### src/rtl/ose_pkg.sv
// Shared quadrature definitions for the encoder emulator and the decoder:
// Gray-coded (a,b) states, direction encoding and the detent sequence lookup.
package ose_pkg;

    localparam logic [1:0] QS_11 = 2'b11;
    localparam logic [1:0] QS_01 = 2'b01;
    localparam logic [1:0] QS_00 = 2'b00;
    localparam logic [1:0] QS_10 = 2'b10;

    localparam logic DIR_UP = 1'b1;
    localparam logic DIR_DN = 1'b0;

    // Position idx within a detent (0 = rest) mapped to {a,b}; up lets A lead, down lets B lead.
    function automatic logic [1:0] quad_state(input logic dir, input logic [1:0] idx);
        logic [1:0] qs;
        case (idx)
            2'd0:    qs = QS_11;
            2'd1:    qs = (dir == DIR_UP) ? QS_01 : QS_10;
            2'd2:    qs = QS_00;
            default: qs = (dir == DIR_UP) ? QS_10 : QS_01;
        endcase
        return qs;
    endfunction

endpackage

### src/rtl/encoder_phase_timer.sv
// Free-running modulo-phase_div counter that paces A/B transitions with a one-cycle tick.
module encoder_phase_timer #(
    parameter int unsigned phase_div = 4
) (
    input  logic clk,
    input  logic reset,
    input  logic start,
    input  logic run,
    output logic tick
);
    localparam int unsigned W = (phase_div > 1) ? $clog2(phase_div) : 1;
    localparam logic [W-1:0] LAST = W'(phase_div - 1);

    logic [W-1:0] cnt;

    always_ff @(posedge clk or posedge reset) begin
        if (reset) begin
            cnt <= '0;
        end else if (start) begin
            cnt <= '0;
        end else if (run) begin
            cnt <= (cnt == LAST) ? '0 : cnt + W'(1);
        end
    end

    assign tick = run && (cnt == LAST);

endmodule

### src/rtl/ose_encoder_gen.sv
// Quadrature encoder emulator: queues same-direction step requests and plays each one
// out as a paced four-transition A/B detent, tracking the resulting detent position.
module ose_encoder_gen
    import ose_pkg::*;
#(
    parameter int unsigned phase_div = 4,
    parameter int unsigned depth     = 3
) (
    input  logic       clk,
    input  logic       reset,
    input  logic       step_req,
    input  logic       step_up,
    output logic       step_ack,
    output logic       step_nack,
    output logic       step_done,
    output logic       busy,
    output logic       a,
    output logic       b,
    output logic [7:0] pos
);
    localparam logic [0:0] ST_IDLE = 1'b0;
    localparam logic [0:0] ST_RUN  = 1'b1;
    localparam logic [2:0] DEPTH_C = 3'(depth);

    logic [0:0] state;
    logic [2:0] count;
    logic [2:0] count_next;
    logic       pend_dir;
    logic [1:0] phase_idx;
    logic [1:0] next_idx;
    logic       tick;
    logic       completing;
    logic       accept;
    logic       start_run;

    encoder_phase_timer #(
        .phase_div(phase_div)
    ) u_timer (
        .clk  (clk),
        .reset(reset),
        .start(start_run),
        .run  (state == ST_RUN),
        .tick (tick)
    );

    // A slot freed by a completing detent this cycle may be reused by a coincident request.
    always_comb begin
        next_idx   = phase_idx + 2'd1;
        completing = (state == ST_RUN) && tick && (phase_idx == 2'd3);
        accept     = step_req &&
                     ((count == 3'd0) ||
                      ((step_up == pend_dir) && ((count < DEPTH_C) || completing)));
        start_run  = accept && (state == ST_IDLE);
        count_next = count;
        if (accept && !completing) begin
            count_next = count + 3'd1;
        end else if (!accept && completing) begin
            count_next = count - 3'd1;
        end
    end

    always_ff @(posedge clk or posedge reset) begin
        if (reset) begin
            state     <= ST_IDLE;
            count     <= 3'd0;
            pend_dir  <= DIR_UP;
            phase_idx <= 2'd0;
            {a, b}    <= QS_11;
            pos       <= 8'd0;
            step_ack  <= 1'b0;
            step_nack <= 1'b0;
            step_done <= 1'b0;
            busy      <= 1'b0;
        end else begin
            step_ack  <= accept;
            step_nack <= step_req && !accept;
            step_done <= completing;
            count     <= count_next;
            busy      <= (count_next != 3'd0);
            state     <= (count_next != 3'd0) ? ST_RUN : ST_IDLE;
            // From idle the first transition goes out on the accepting edge itself.
            if (start_run) begin
                pend_dir  <= step_up;
                phase_idx <= 2'd1;
                {a, b}    <= quad_state(step_up, 2'd1);
            end else if ((state == ST_RUN) && tick) begin
                phase_idx <= next_idx;
                {a, b}    <= quad_state(pend_dir, next_idx);
                if (completing) begin
                    pos <= (pend_dir == DIR_UP) ? pos + 8'd1 : pos - 8'd1;
                end
            end
        end
    end

endmodule

### config.mk
export PLATFORM = sky130hd
export DESIGN_NAME = ose_encoder_gen
export DESIGN_NICKNAME = d
export VERILOG_FILES = /design/src/rtl/ose_pkg.sv /design/src/rtl/encoder_phase_timer.sv /design/src/rtl/ose_encoder_gen.sv
export SDC_FILE = /design/constraint.sdc
export NUM_CORES = 1
export LEC_CHECK = 0
export CORE_UTILIZATION = 35
export DETAILED_ROUTE_END_ITERATION = 8
export GPL_TIMING_DRIVEN = 1
export MAX_ROUTING_LAYER = met4
export SLEW_MARGIN = 20
export SYNTH_ARGS = -nofsm -noshare
export SYNTH_HDL_FRONTEND = slang
export SYNTH_HIERARCHICAL = 1
export SYNTH_SLANG_ARGS = --single-unit
### constraint.sdc
create_clock -name clk -period 2.51 [get_ports clk]
set_input_delay 0.502 -clock clk [delete_from_list [all_inputs] [get_ports clk]]
set_output_delay 0.502 -clock clk [all_outputs]
set_load 0.02 [all_outputs]
==> results by group <==
Clock network
  – Post-CTS setup buffer count: 0
  – Clock transition at path regs: 0.08 ns
  – Worst-Skew Late Latency: 0.26 ns
  – CTS sink cnt: 22
  – Bufs on Longest Clock Path: 2
  – CTS Buf Count: 3
  – CTS Hold Bufs: 0
  – Root Driver: clkbuf_8
  – Post_cts resized: 0
  – H-tree Lvls: 1
  – CTS tree: built

Outcome
  – Status: finished, final reports clean

Synthesis
  – Post-Syn Nets: 170
  – Synth Instances: 151
  – Netlist Area Pre-Place: 0.00147 mm²
  – Most used DFF post-synth: dfrtp_1
  – Synth area leader: dfrtp_1
  – Top cell type's share of synthesized area: 32.3%
  – Synth cell types: 48
  – EDFF count, synth: 0
  – Avg Cell Area, Syn: 9.75 µm²
  – Seq/Total Area, Yosys: 37.6%
  – Synthesis-stage register bit count: 22
  – Top post-synthesis cells by area: dfrtp_1 32%, ha_1 12%, dfstp_2 5.4%, o21ai_0 3.4%, nand2_1 3.3%
  – FFs w/ async S/R, synth: 100%
  – YS warnings: 6

Power
  – VDD IR max: 0.764 mV
  – Internal power: 1.46 mW
  – Sequential share of power: 27.2%
  – Net Switching: 1.15 mW
  – Clock Power Share: 8.7%
  – Sw frac: 44.2%
  – Comb pwr share: 64.1%
  – Power Density: 1470 mW/mm²
  – Lkg Pwr: 0.782 nW

Worst setup path
  – R2R depth: 9
  – Worst path max stage delay: 0.40 ns
  – CP Capture Type: flip-flop
  – Crit path cell chain: ha_1, and2_1, nand3_1, inv_2, o21a_1, o21ai_2, nor2_1, buf_4, o21ai_0
  – Data required, critical path: 2.68 ns
  – Setup Crit Path Kind: reg -> reg
  – Crit path max-delay cell type: dfrtp_1
  – CP startpoint kind: flip-flop
  – CP Max Fanout: 9
  – Reg2reg start: u_timer/cnt[0]
  – Worst EP arrival: 2.34 ns
  – Critical path origin: u_timer/cnt[0]
  – R2R Setup Slk: 0.34 ns
  – Reg-to-reg critical path endpoint: phase_idx[1]

GRT
  – Grt ovf: 0
  – First-pass GRT wire length: 5140 µm
  – GRT Util Overall: 15.8%
  – Vias in the first global route: 1,122
  – Antenna violations before repair: 0
  – Largest net degree at the start of global routing: 21

STA
  – Final setup viols: 0
  – Final Cycle Share: 86.3%
  – Final min period: 2.17 ns
  – Max Fclk: 0.462 GHz
  – RSZ-0062 raised after global routing: false
  – Max-slew headroom: 72.8%
  – Worst slew pin tran: 0.403 ns
  – Skew final: 0.00215 ns
  – Fin Setup TNS: 0 ns
  – Fin. Hold Viols: 0
  – Max-slew violations: 0

Layout
  – FF+latch area: 554 µm²
  – Layout cells sized above 1: 13.8%
  – # diodes: 0
  – Nets: 194
  – Commonest non-fill, non-tap cells in the layout: 19 x dfrtp_1, 17 x clkdlybuf4s50_1, 14 x ha_1, 13 x nand2_1
  – Commonest non-fill, non-tap cell in the layout: dfrtp_1
  – Fillers: 399
  – Layout area overhead: 20.6%
  – Final Non-Filler Cells: 224
  – Multi-input gate area: 851 µm²

Floorplan
  – Core area: 0.00403 mm²
  – Die Height: 66.9 µm
  – Site Rows: 23
  – Die width: 66.9 µm
  – Initial core utilization: 36.6%
  – IO Count: 18
  – Area of the die: 0.00447 mm²

Run
  – Max Cap Viol: 0

Worst hold path
  – Hold/Removal Path Class: in -> async

Placement
  – GPL Wtd Cong: 0.880
  – Inst Count DP: 220
  – IO buf count: 17
  – Final HPWL DP: 2210 µm

Route
  – Detailed Routing Iterations Pass 1: 4
  – Initial DRC count: 44
  – Routed Antenna Nets: 0
  – Avg Vias per Cell: 5.27
  – DR DRC count: 0
  – WL/cell: 13.4 µm
  – Routed vias: 1,180
  – DRT Wirelength: 3010 µm
power by group through the flow:
stage / registers [mW] / clock network (mW) / logic, mW
2_1_floorplan: 0.811 / 0 / 1.10
3_3_place_gp: 0.704 / 0 / 1.63
3_5_place_dp: 0.715 / 0 / 1.67
4_1_cts: 0.712 / 0.242 / 1.68
5_1_grt: 0.740 / 0.253 / 1.88
6_report: 0.709 / 0.226 / 1.67
through the flow:
stage	area [µm²]	power (mW)	worst slack (ns)	util [%]	hold WS, ns
after floorplan	1470	1.91	0.430	-	0.243
after global placement	1730	2.33	0.198	43.0	0.504
after detailed placement	1730	2.38	0.187	43.0	0.509
after CTS	1780	2.63	0.332	44.1	0.427
after global routing	1780	2.87	0.0953	44.1	0.431
final	1780	2.61	0.345	44.1	0.429
worst max path at each step:
| stage | to | slack (ns) | cells after the start |
|---|---|---|---|
| after CTS | pos[7] | 0.33 | 7 |
| after floorplan | pos[7] | 0.43 | 8 |
| after global placement | busy | 0.20 | 5 |
| after global routing | phase_idx[1] | 0.1 | 9 |
| after detailed placement | busy | 0.19 | 5 |
| final | phase_idx[1] | 0.34 | 9 |
final cells by class:
| class | instances | share of cell area (%) |
|---|---|---|
| repair buffers | 24 | 12.5 |
| inverters | 11 | 2.32 |
| flip-flops and latches | 22 | 31.2 |
| multi-input cells | 113 | 47.9 |
| well taps | 50 | 3.52 |
| clock buffers | 4 | 2.54 |
kinds of logic after synthesis:
group | count (synthesis) | synth area share (%)
AND/OR/NAND/NOR | 46 | 16.7
AO/OA/AOI/OAI | 37 | 17.4
flip-flops | 22 | 37.6
buffers and inverters | 16 | 4.59
adder cells (fa/ha/maj) | 15 | 13.3
XOR/XNOR | 8 | 5.27
multiplexers | 7 | 5.10
registers in the layout (all words and copies together), names as in the netlist:
register,cells
pos,8
u_timer/cnt,2
phase_idx,2
a,1
b,1
step_nack,1
busy,1
count,3
step_done,1
pend_dir,1
step_ack,1
cells in the mapped netlist (all sizes together) (3+ instances only):
cell type and instances:
dfrtp 19, ha 14, nand2 13, inv 11, o21ai 11, nor2 8
a21oi 6, xnor2 6, buf 5, nand3 5, mux2 4, a211oi 3
dfstp 3, mux2i 3, nor3 3, nor3b 3, o21bai 3, o22ai 3
metal layers:
metal / track usage (%) / up-vias / routed length, µm
li1: - / 584 / -
met1: 19.5 / 571 / 1450
met2: 26.4 / 23 / 1430
met3: 3.60 / 2 / 106
met4: 3.19 / 0 / 18
met5: - / - / 0
critical path, delay by kind of cell (launching register included):
kind                     cells  cell delay, ns
flip-flops                   1            0.40
AO/OA/AOI/OAI                3            0.69
AND/OR/NAND/NOR              3            0.51
adder cells (fa/ha/maj)      1            0.21
buffers and inverters        2            0.27
No activity file was read; power rests on OpenSTA's default activity.
